===== config.mk =====
export PLATFORM = sky130hd
export DESIGN_NAME = ceespu_gshare_predictor_flat
export DESIGN_NICKNAME = d
export VERILOG_FILES = /design/src/rtl/ceespu_gshare_predictor_if.sv /design/src/rtl/ceespu_gshare_predictor.sv /design/src/flat_wrapper.sv
export SDC_FILE = /design/constraint.sdc
export NUM_CORES = 1
export LEC_CHECK = 0
export CAP_MARGIN = 30
export CORE_MARGIN = 2
export CORE_UTILIZATION = 52
export CTS_BUF_LIST = sky130_fd_sc_hd__clkbuf_4 sky130_fd_sc_hd__clkbuf_8
export CTS_CLUSTER_SIZE = 40
export DETAILED_ROUTE_END_ITERATION = 8
export PLACE_DENSITY = 0.81
export SLEW_MARGIN = 20
export SYNTH_ARGS = -nofsm -noshare
export SYNTH_HDL_FRONTEND = slang
export SYNTH_SLANG_ARGS = --single-unit

===== constraint.sdc =====
create_clock -name clk -period 4.1 [get_ports clk]
set_clock_uncertainty 0.1 [all_clocks]
set_input_delay 0.41 -clock clk [delete_from_list [all_inputs] [get_ports clk]]
set_output_delay 0.41 -clock clk [all_outputs]
set_load 0.01 [all_outputs]

===== src/rtl/ceespu_gshare_predictor_if.sv =====
// Lookup, prediction and training signals between fetch/decode, the gshare predictor and execute.
// The master drives instructions and training data; the slave is the predictor itself.
interface ceespu_gshare_predictor_if #(
  parameter int PC_W   = 16,
  parameter int IDX_W  = 6,
  parameter int HIST_W = 4,
  parameter int CNT_W  = 2
);
  localparam int HW = (HIST_W > 0) ? HIST_W : 1;

  logic [31:0]      I_instruction;
  logic [PC_W-1:0]  I_pc;
  logic             I_stall;
  logic             prediction_valid;
  logic             prediction;
  logic [CNT_W-1:0] prediction_state;
  logic [IDX_W-1:0] prediction_index;
  logic [HW-1:0]    prediction_history;
  logic             update_table;
  logic [PC_W-1:0]  branch_address;
  logic [IDX_W-1:0] branch_index;
  logic [CNT_W-1:0] branch_prediction_state;
  logic [HW-1:0]    branch_history;
  logic             branch_taken;

  modport master (
    output I_instruction, I_pc, I_stall,
    output update_table, branch_address, branch_index,
    output branch_prediction_state, branch_history, branch_taken,
    input  prediction_valid, prediction, prediction_state,
    input  prediction_index, prediction_history
  );

  modport slave (
    input  I_instruction, I_pc, I_stall,
    input  update_table, branch_address, branch_index,
    input  branch_prediction_state, branch_history, branch_taken,
    output prediction_valid, prediction, prediction_state,
    output prediction_index, prediction_history
  );
endinterface


===== src/rtl/ceespu_gshare_predictor.sv =====
// Gshare branch predictor: saturating counters indexed by PC xor global history, with speculative
// history updated at lookup and restored from the carried history on a mispredict.
module ceespu_gshare_predictor #(
  parameter int         PC_W          = 16,
  parameter int         IDX_W         = 6,
  parameter int         HIST_W        = 4,
  parameter int         CNT_W         = 2,
  parameter logic [5:0] BRANCH_OPCODE = 6'h39
) (
  input logic                  clk,
  input logic                  rst,
  ceespu_gshare_predictor_if.slave bp
);
  localparam int               HW      = (HIST_W > 0) ? HIST_W : 1;
  localparam int               DEPTH   = 1 << IDX_W;
  localparam logic [CNT_W-1:0] RST_CNT = CNT_W'((1 << (CNT_W - 1)) - 1);

  logic [CNT_W-1:0] table_q [DEPTH];
  logic [HW-1:0]    ghr_q;
  logic             lookup;
  logic             mispredict;
  logic [IDX_W-1:0] lookup_idx;
  logic [CNT_W-1:0] lookup_cnt;
  logic [CNT_W-1:0] upd_cnt;
  logic             unused_bits;

  assign lookup     = !bp.I_stall && (bp.I_instruction[31:26] == BRANCH_OPCODE);
  assign mispredict = bp.update_table &&
                      (bp.branch_taken != bp.branch_prediction_state[CNT_W-1]);
  assign lookup_idx = bp.I_pc[IDX_W-1:0] ^ IDX_W'(ghr_q);

  // NOTE: every signal written in an always_comb gets a default first, so no path can infer a latch.
  always_comb begin
    upd_cnt = bp.branch_prediction_state;
    if (bp.branch_taken && (bp.branch_prediction_state != '1))
      upd_cnt = bp.branch_prediction_state + 1'b1;
    else if (!bp.branch_taken && (bp.branch_prediction_state != '0))
      upd_cnt = bp.branch_prediction_state - 1'b1;
  end

  // Write-first bypass: a lookup hitting the entry being trained sees the new value.
  assign lookup_cnt = (bp.update_table && (bp.branch_index == lookup_idx)) ?
                      upd_cnt : table_q[lookup_idx];

  // NOTE: the counter table takes the async reset too, because rst must erase learned state at once.
  always_ff @(posedge clk or posedge rst) begin
    if (rst) begin
      for (int i = 0; i < DEPTH; i++) table_q[i] <= RST_CNT;
    end else if (bp.update_table) begin
      table_q[bp.branch_index] <= upd_cnt;
    end
  end

  generate
    if (HIST_W > 0) begin : g_hist
      logic [HW-1:0] ghr_d;

      // Recovery from execute overrides the speculative shift of a same-cycle lookup.
      always_comb begin
        ghr_d = ghr_q;
        if (mispredict)
          ghr_d = (bp.branch_history << 1) | HW'(bp.branch_taken);
        else if (lookup)
          ghr_d = (ghr_q << 1) | HW'(lookup_cnt[CNT_W-1]);
      end

      // NOTE: sequential state uses non-blocking assignments so every flop samples pre-edge values.
      always_ff @(posedge clk or posedge rst) begin
        if (rst) ghr_q <= '0;
        else     ghr_q <= ghr_d;
      end
    end else begin : g_bimodal
      assign ghr_q = '0;
    end
  endgenerate

  always_ff @(posedge clk or posedge rst) begin
    if (rst) begin
      bp.prediction_valid   <= 1'b0;
      bp.prediction         <= 1'b0;
      bp.prediction_state   <= RST_CNT;
      bp.prediction_index   <= '0;
      bp.prediction_history <= '0;
    end else if (lookup) begin
      bp.prediction_valid   <= 1'b1;
      bp.prediction         <= lookup_cnt[CNT_W-1];
      bp.prediction_state   <= lookup_cnt;
      bp.prediction_index   <= lookup_idx;
      bp.prediction_history <= ghr_q;
    end else if (!bp.I_stall) begin
      bp.prediction_valid   <= 1'b0;
      bp.prediction         <= 1'b0;
    end
  end

  // Address and history bits that only matter for debug or in other parameterisations.
  assign unused_bits = ^{bp.branch_address, bp.I_pc[PC_W-1:IDX_W],
                         bp.I_instruction[25:0], bp.branch_history};
endmodule

===== src/flat_wrapper.sv =====
// flat-port wrapper written by rule: the top's interface ports become plain ports
module ceespu_gshare_predictor_flat 
#(
  parameter int         PC_W          = 16,
  parameter int         IDX_W         = 6,
  parameter int         HIST_W        = 4,
  parameter int         CNT_W         = 2,
  parameter logic [5:0] BRANCH_OPCODE = 6'h39
)
  (clk, rst, bp_I_instruction, bp_I_pc, bp_I_stall, bp_update_table, bp_branch_address, bp_branch_index, bp_branch_prediction_state, bp_branch_history, bp_branch_taken, bp_prediction_valid, bp_prediction, bp_prediction_state, bp_prediction_index, bp_prediction_history);
  ceespu_gshare_predictor_if #(.PC_W(PC_W), .IDX_W(IDX_W), .HIST_W(HIST_W), .CNT_W(CNT_W)) bp_i ();
  input logic clk;
  input logic rst;
  input wire logic [$bits(bp_i.I_instruction)-1:0] bp_I_instruction;
  input wire logic [$bits(bp_i.I_pc)-1:0] bp_I_pc;
  input wire logic [$bits(bp_i.I_stall)-1:0] bp_I_stall;
  input wire logic [$bits(bp_i.update_table)-1:0] bp_update_table;
  input wire logic [$bits(bp_i.branch_address)-1:0] bp_branch_address;
  input wire logic [$bits(bp_i.branch_index)-1:0] bp_branch_index;
  input wire logic [$bits(bp_i.branch_prediction_state)-1:0] bp_branch_prediction_state;
  input wire logic [$bits(bp_i.branch_history)-1:0] bp_branch_history;
  input wire logic [$bits(bp_i.branch_taken)-1:0] bp_branch_taken;
  output wire logic [$bits(bp_i.prediction_valid)-1:0] bp_prediction_valid;
  output wire logic [$bits(bp_i.prediction)-1:0] bp_prediction;
  output wire logic [$bits(bp_i.prediction_state)-1:0] bp_prediction_state;
  output wire logic [$bits(bp_i.prediction_index)-1:0] bp_prediction_index;
  output wire logic [$bits(bp_i.prediction_history)-1:0] bp_prediction_history;
  assign bp_i.I_instruction = bp_I_instruction;
  assign bp_i.I_pc = bp_I_pc;
  assign bp_i.I_stall = bp_I_stall;
  assign bp_i.update_table = bp_update_table;
  assign bp_i.branch_address = bp_branch_address;
  assign bp_i.branch_index = bp_branch_index;
  assign bp_i.branch_prediction_state = bp_branch_prediction_state;
  assign bp_i.branch_history = bp_branch_history;
  assign bp_i.branch_taken = bp_branch_taken;
  assign bp_prediction_valid = bp_i.prediction_valid;
  assign bp_prediction = bp_i.prediction;
  assign bp_prediction_state = bp_i.prediction_state;
  assign bp_prediction_index = bp_i.prediction_index;
  assign bp_prediction_history = bp_i.prediction_history;
  ceespu_gshare_predictor #(.PC_W(PC_W), .IDX_W(IDX_W), .HIST_W(HIST_W), .CNT_W(CNT_W), .BRANCH_OPCODE(BRANCH_OPCODE)) u_core (.clk(clk), .rst(rst), .bp(bp_i));
endmodule

[After elaboration in Yosys (flattened, before gate mapping)]
Index checks and enable logic that the tools add are counted.
Cells by class
  add/sub/neg operators: 2
  magnitude comparators: 3
  equality and inequality tests: 5
  muxes and demuxes: 14
  bitwise gates (word level): 5
  reductions and logical operators: 10
Operators with widths (number)
  $bwmux W128: 1
  $ge A7 B7 Y1 const B: 2
  $not A6 Y7: 2
  $bmux W2 S6: 1
  $demux W2 S6: 1
  $mux W2: 6
  $mux W4: 2
  $or A4 B1 Y4: 2
  $lt A7 B1 Y1 const B: 1
  $eq A6 B6 Y1: 1
  $eq A6 B6 Y1 const B: 1
  $logic_and A1 B1 Y1: 6
  $xor A6 B4 Y6: 1
  $reduce_bool A2 Y1: 2
  $mux W1: 3
  $add A2 B1 Y2 const B: 1
  $logic_not A1 Y1: 2
  $ne A2 B1 Y1 const B: 1
  $ne A2 B2 Y1 const B: 1
  $sub A2 B1 Y2 const B: 1
  $ne A1 B1 Y1: 1
Storage, ports and cells
  register bits: 146
  input port bits: 81
  output and inout port bits: 14
  word-level logic and storage cells: 109

[Depth between registers and ports, before layout]
  depth after elaboration: 9
  mapped depth: 10
  gate-level depth less buffers: 8

[Worst setup path before layout]
Ideal clock, no wire load.
  kind: register to register
  start point: register u_core.ghr_q[0]
  end point: register u_core.ghr_q[0]
  arrival: 2.182 ns
  data required time: 3.875 ns
  path slack: 1.693 ns
  stages on the path, launching flop included: 10
  buffers on the path: 1
  clock period less this slack: 2.407 ns
  cells stage by stage: dfrtp_1 -> xor2_1 -> buf_6 -> mux4_2 -> nor2_1 -> a31oi_1 -> a2111oi_1 -> nor3_2 -> o22ai_1 -> o21ai_1
Between the ends
  word-level cells in the longest chain between the ends: 9
  elaborated cells between the ends (all ways): 11
  classes of those cells: eq/ne: 1; mux: 6; bitwise: 3; reduce/logical: 1
RTL lines
  start: declaration: RTL line ceespu_gshare_predictor.sv:19  | logic [HW-1:0] ghr_q;
  start signal: assignment: RTL line ceespu_gshare_predictor.sv:70  | else ghr_q <= ghr_d;
  $xor A6 B4 Y6 (*): RTL line ceespu_gshare_predictor.sv:30  | assign lookup_idx = bp.I_pc[IDX_W-1:0] ^ IDX_W'(ghr_q);
  $not A6 Y7 (not written as such): RTL line ceespu_gshare_predictor.sv:43  | upd_cnt : table_q[lookup_idx];
  $bmux W2 S6: RTL line ceespu_gshare_predictor.sv:43
  $mux W2 (not written as such) (2 in series): RTL line ceespu_gshare_predictor.sv:43
  $mux W2 (*): RTL line ceespu_gshare_predictor.sv:42  | assign lookup_cnt = (bp.update_table && (bp.branch_index == lookup_idx)) ?
  $or A4 B1 Y4 (*): RTL line ceespu_gshare_predictor.sv:64  | ghr_d = (ghr_q << 1) | HW'(lookup_cnt[CNT_W-1]);
  $mux W4 (*): RTL line ceespu_gshare_predictor.sv:63  | else if (lookup)
  $mux W4 (*): RTL line ceespu_gshare_predictor.sv:61  | if (mispredict)
Mark *: on every way between the ends. The rest lies on a longest branch, timed or not. The select of a mux whose other input is x is not followed.
A chain may end at the register's enable or synchronous reset.

[Worst setup path after layout]
  start point: input bp_I_pc[0]
  end point: register u_core.ghr_q[0]
Between the ends
  word-level cells in the longest chain between the ends: 9
  elaborated cells between the ends (all ways): 11
  classes of those cells: eq/ne: 1; mux: 6; bitwise: 3; reduce/logical: 1
RTL lines
  start: declaration: RTL line flat_wrapper.sv:15  | input wire logic [$bits(bp_i.I_pc)-1:0] bp_I_pc;
  $xor A6 B4 Y6 (*): RTL line ceespu_gshare_predictor.sv:30
  $not A6 Y7 (not written as such): RTL line ceespu_gshare_predictor.sv:43
  $bmux W2 S6: RTL line ceespu_gshare_predictor.sv:43
  $mux W2 (not written as such) (2 in series): RTL line ceespu_gshare_predictor.sv:43
  $mux W2 (*): RTL line ceespu_gshare_predictor.sv:42
  $or A4 B1 Y4 (*): RTL line ceespu_gshare_predictor.sv:64
  $mux W4 (*): RTL line ceespu_gshare_predictor.sv:63
  $mux W4 (*): RTL line ceespu_gshare_predictor.sv:61
Marks and branches as above.

==> results.ini <==
[run_status]
outcome=finished clean

[placed_design]
gp_congestion=0.865
dpl_cell_area_sq_mm=0.00768
post-dp-hpwl_mm=11.7
port-buffer-count=41

[job]
drv_cap=0

[route]
drt-initial-drc-count=532
wirelength_mm=17.5
routed_via_density=5.97
drt_drc_violations_left=0
drtPass1Iterations=5
ant_nets=0
drt-wirelength-per-cell_um=18.7
num_vias=5591

[clock_tree]
cts_hold_buf=0
clk_latency_ns=0.45
path_clk_slew_ns=0.07
cts_root_buf=clkbuf_8
clockBufferDepth=2
ctsResizeCount=0
cts_htree_levels=4
cts_tree=built
cts_setup_buffers=0
cts.sinks=146
numCtsBuffers=17

[setup_path]
crit_path_end_kind=register
critPathLaunchType=input pin
cp.arrival_ns=3.27
crit_type=in -> reg
crit_fanout=18
required_ns=4.33

[die]
pin_count=95
die_h_um=120
core-area_sq_mm=0.0132
die_area_sq_mm=0.0144
initial_core_util_pct=53.1
num_rows=42
die_w_um=120

[sta]
finalSetupViolations=0
holdWs_ns=0.380
period_share_pct=74.2
drv_slew=0
hold_viol_final=0
finalSetupTns_ns=0
grt_setup_unrepaired=no
timing.fmax_ghz=0.329
max_slew.worst_pin.slew_ns=0.931
slew_headroom_pct=37.5
min_period_ns=3.04

[synth]
yosys-top-cells-area=dfrtp_1, dfstp_2, mux4_2
yosysSeqAreaShare_pct=53.3
synth_cells=706
synth_ff_type=dfrtp_1
yosysWarnings=0
synth_cell_types=49
synth_nets=789
yosys.area.top_type=dfrtp_1
synthArstFlopShare_pct=100
synth_area_sq_mm=0.00701
synth.avg_cell_area_sq_um=9.93
synth_seq_cells=146
yosysTopAreaCellShare_pct=28.9
synth_edf_count=0

[global_route]
grt_max_degree=147
grt_overflow=0
grt_usage_pct=26.0
antenna_found_initial=0
grt_pass1_wl_mm=28.9
grt_pass1_vias=5735

[power]
power_mw=4.16
vdd_drop_max_uv=229
leakagePower_nw=3.35
power_density_mw_per_mm2=510

[hold_path]
min_path_type=reg -> reg

[finish]
syn_to_final_growth_pct=16.3
fin_nets=831
utilization_pct=61.8
fill_cells=1016
antenna_cells=0
final_area_sq_mm=0.00815
layout-drive-gt1-share_pct=20.6

cell usage in the layout, fill, tap and decap left out, types with 3 or more instances in the layout:
cell,count
dfstp_2,65
a31oi_1,9
nand2b_1,3
xnor2_1,7
a21o_1,3
and3_1,5
buf_4,15
clkinv_2,3
clkbuf_8,19
nor2_1,116
dfrtp_1,81
xor2_2,3
nand3b_1,3
nand2_1,143
inv_1,3
clkbuf_4,3
mux2i_1,3
bufinv_16,5
clkdlybuf4s50_1,41
nor3_1,7
mux4_2,29
a21oi_1,67
o21ai_0,68
nand3_1,11
cell type report:
type,instances,area (sq um),area share [%]
timing repair buffer,58,563,6.91
sequential,146,3730,45.8
tap,176,220,2.70
clock inverter,10,181,2.23
clock buffer,22,284,3.49
multi-input combinational,521,3150,38.6
inverter,4,18.8,0.230
report_power, final:
| part | switching [mW] | leakage, nW | internal, mW |
|---|---|---|---|
| sequential | 0.154 | 1.73 | 1.76 |
| combinational | 0.495 | 1.38 | 0.443 |
| clock | 0.526 | 0.237 | 0.775 |
worst max-delay path, stage by stage:
cell             delay, ns
clkdlybuf4s50_1       0.54
xnor2_4               0.49
buf_12                0.26
mux4_2                0.55
a22oi_1               0.24
a31oi_1               0.15
nor3_1                0.26
nor3_2                0.12
o22ai_1               0.17
o21ai_1               0.08
layer usage:
metal	up-vias	global-route usage (%)	part of all wire, %
li1	2524	-	-
met1	2763	34.1	40
met2	257	41.2	48
met3	47	6.75	9.0
met4	0	11.4	2.7
met5	-	0	0
path summary, 6_finish.rpt:
check	startpoint	endpoint	slack, ns	depth (start not counted)
setup reg to reg	u_core.ghr_q[0]	u_core.ghr_q[0]	1.06	9
hold reg to reg	u_core.bp.prediction_index[4]	u_core.bp.prediction_index[4]	0.38	2
max in group asynchronous	rst	u_core.bp.prediction	2.91	3
hold / removal	u_core.bp.prediction_index[4]	u_core.bp.prediction_index[4]	0.38	2
setup / recovery	bp_I_pc[0]	u_core.ghr_q[0]	1.06	10
min in group asynchronous	rst	u_core.table_q[63]	0.39	3
through the flow:
step | setup WS [ns] | instances
2_1_floorplan | 1.69 | 706
3_3_place_gp | 0.646 | 905
3_5_place_dp | 0.643 | 905
4_1_cts | 1.09 | 937
5_1_grt | 0.876 | 937
6_report | 1.06 | 937
cell families (layout without fill, tap and decap cells):
| group | count (synthesis) | after routing | share of synthesized area [%] |
|---|---|---|---|
| simple gates | 308 | 308 | 18.2 |
| compound gates | 158 | 158 | 12.0 |
| flops | 146 | 146 | 53.3 |
| buf+inv | 39 | 94 | 2.46 |
| mux | 36 | 36 | 10.8 |
| xor+xnor | 17 | 17 | 2.84 |
| fa+ha+maj | 2 | 2 | 0.357 |
registers in the layout, indices dropped and copies added, names as in the netlist:
name                          flops
u_core.ghr_q                      4
u_core.bp.prediction_state        2
u_core.bp.prediction_history      4
u_core.table_q                  128
u_core.bp.prediction_index        6
u_core.bp.prediction              1
u_core.bp.prediction_valid        1
synthesized netlist by cell type (3+ instances only):
master      n
dfrtp_1    81
xor2_1      4
nand2b_1    3
nor3_1      7
o21ai_0    68
nand3_1    11
dfstp_2    65
nor2_1    116
a21oi_1    68
clkbuf_1   28
a31oi_1     9
inv_1       4
nand3b_1    3
mux2i_1     3
xnor2_1     8
nand2_1   143
a21o_1      3
mux4_2     29
and3_1      5
(Power assumes the default switching activity.)
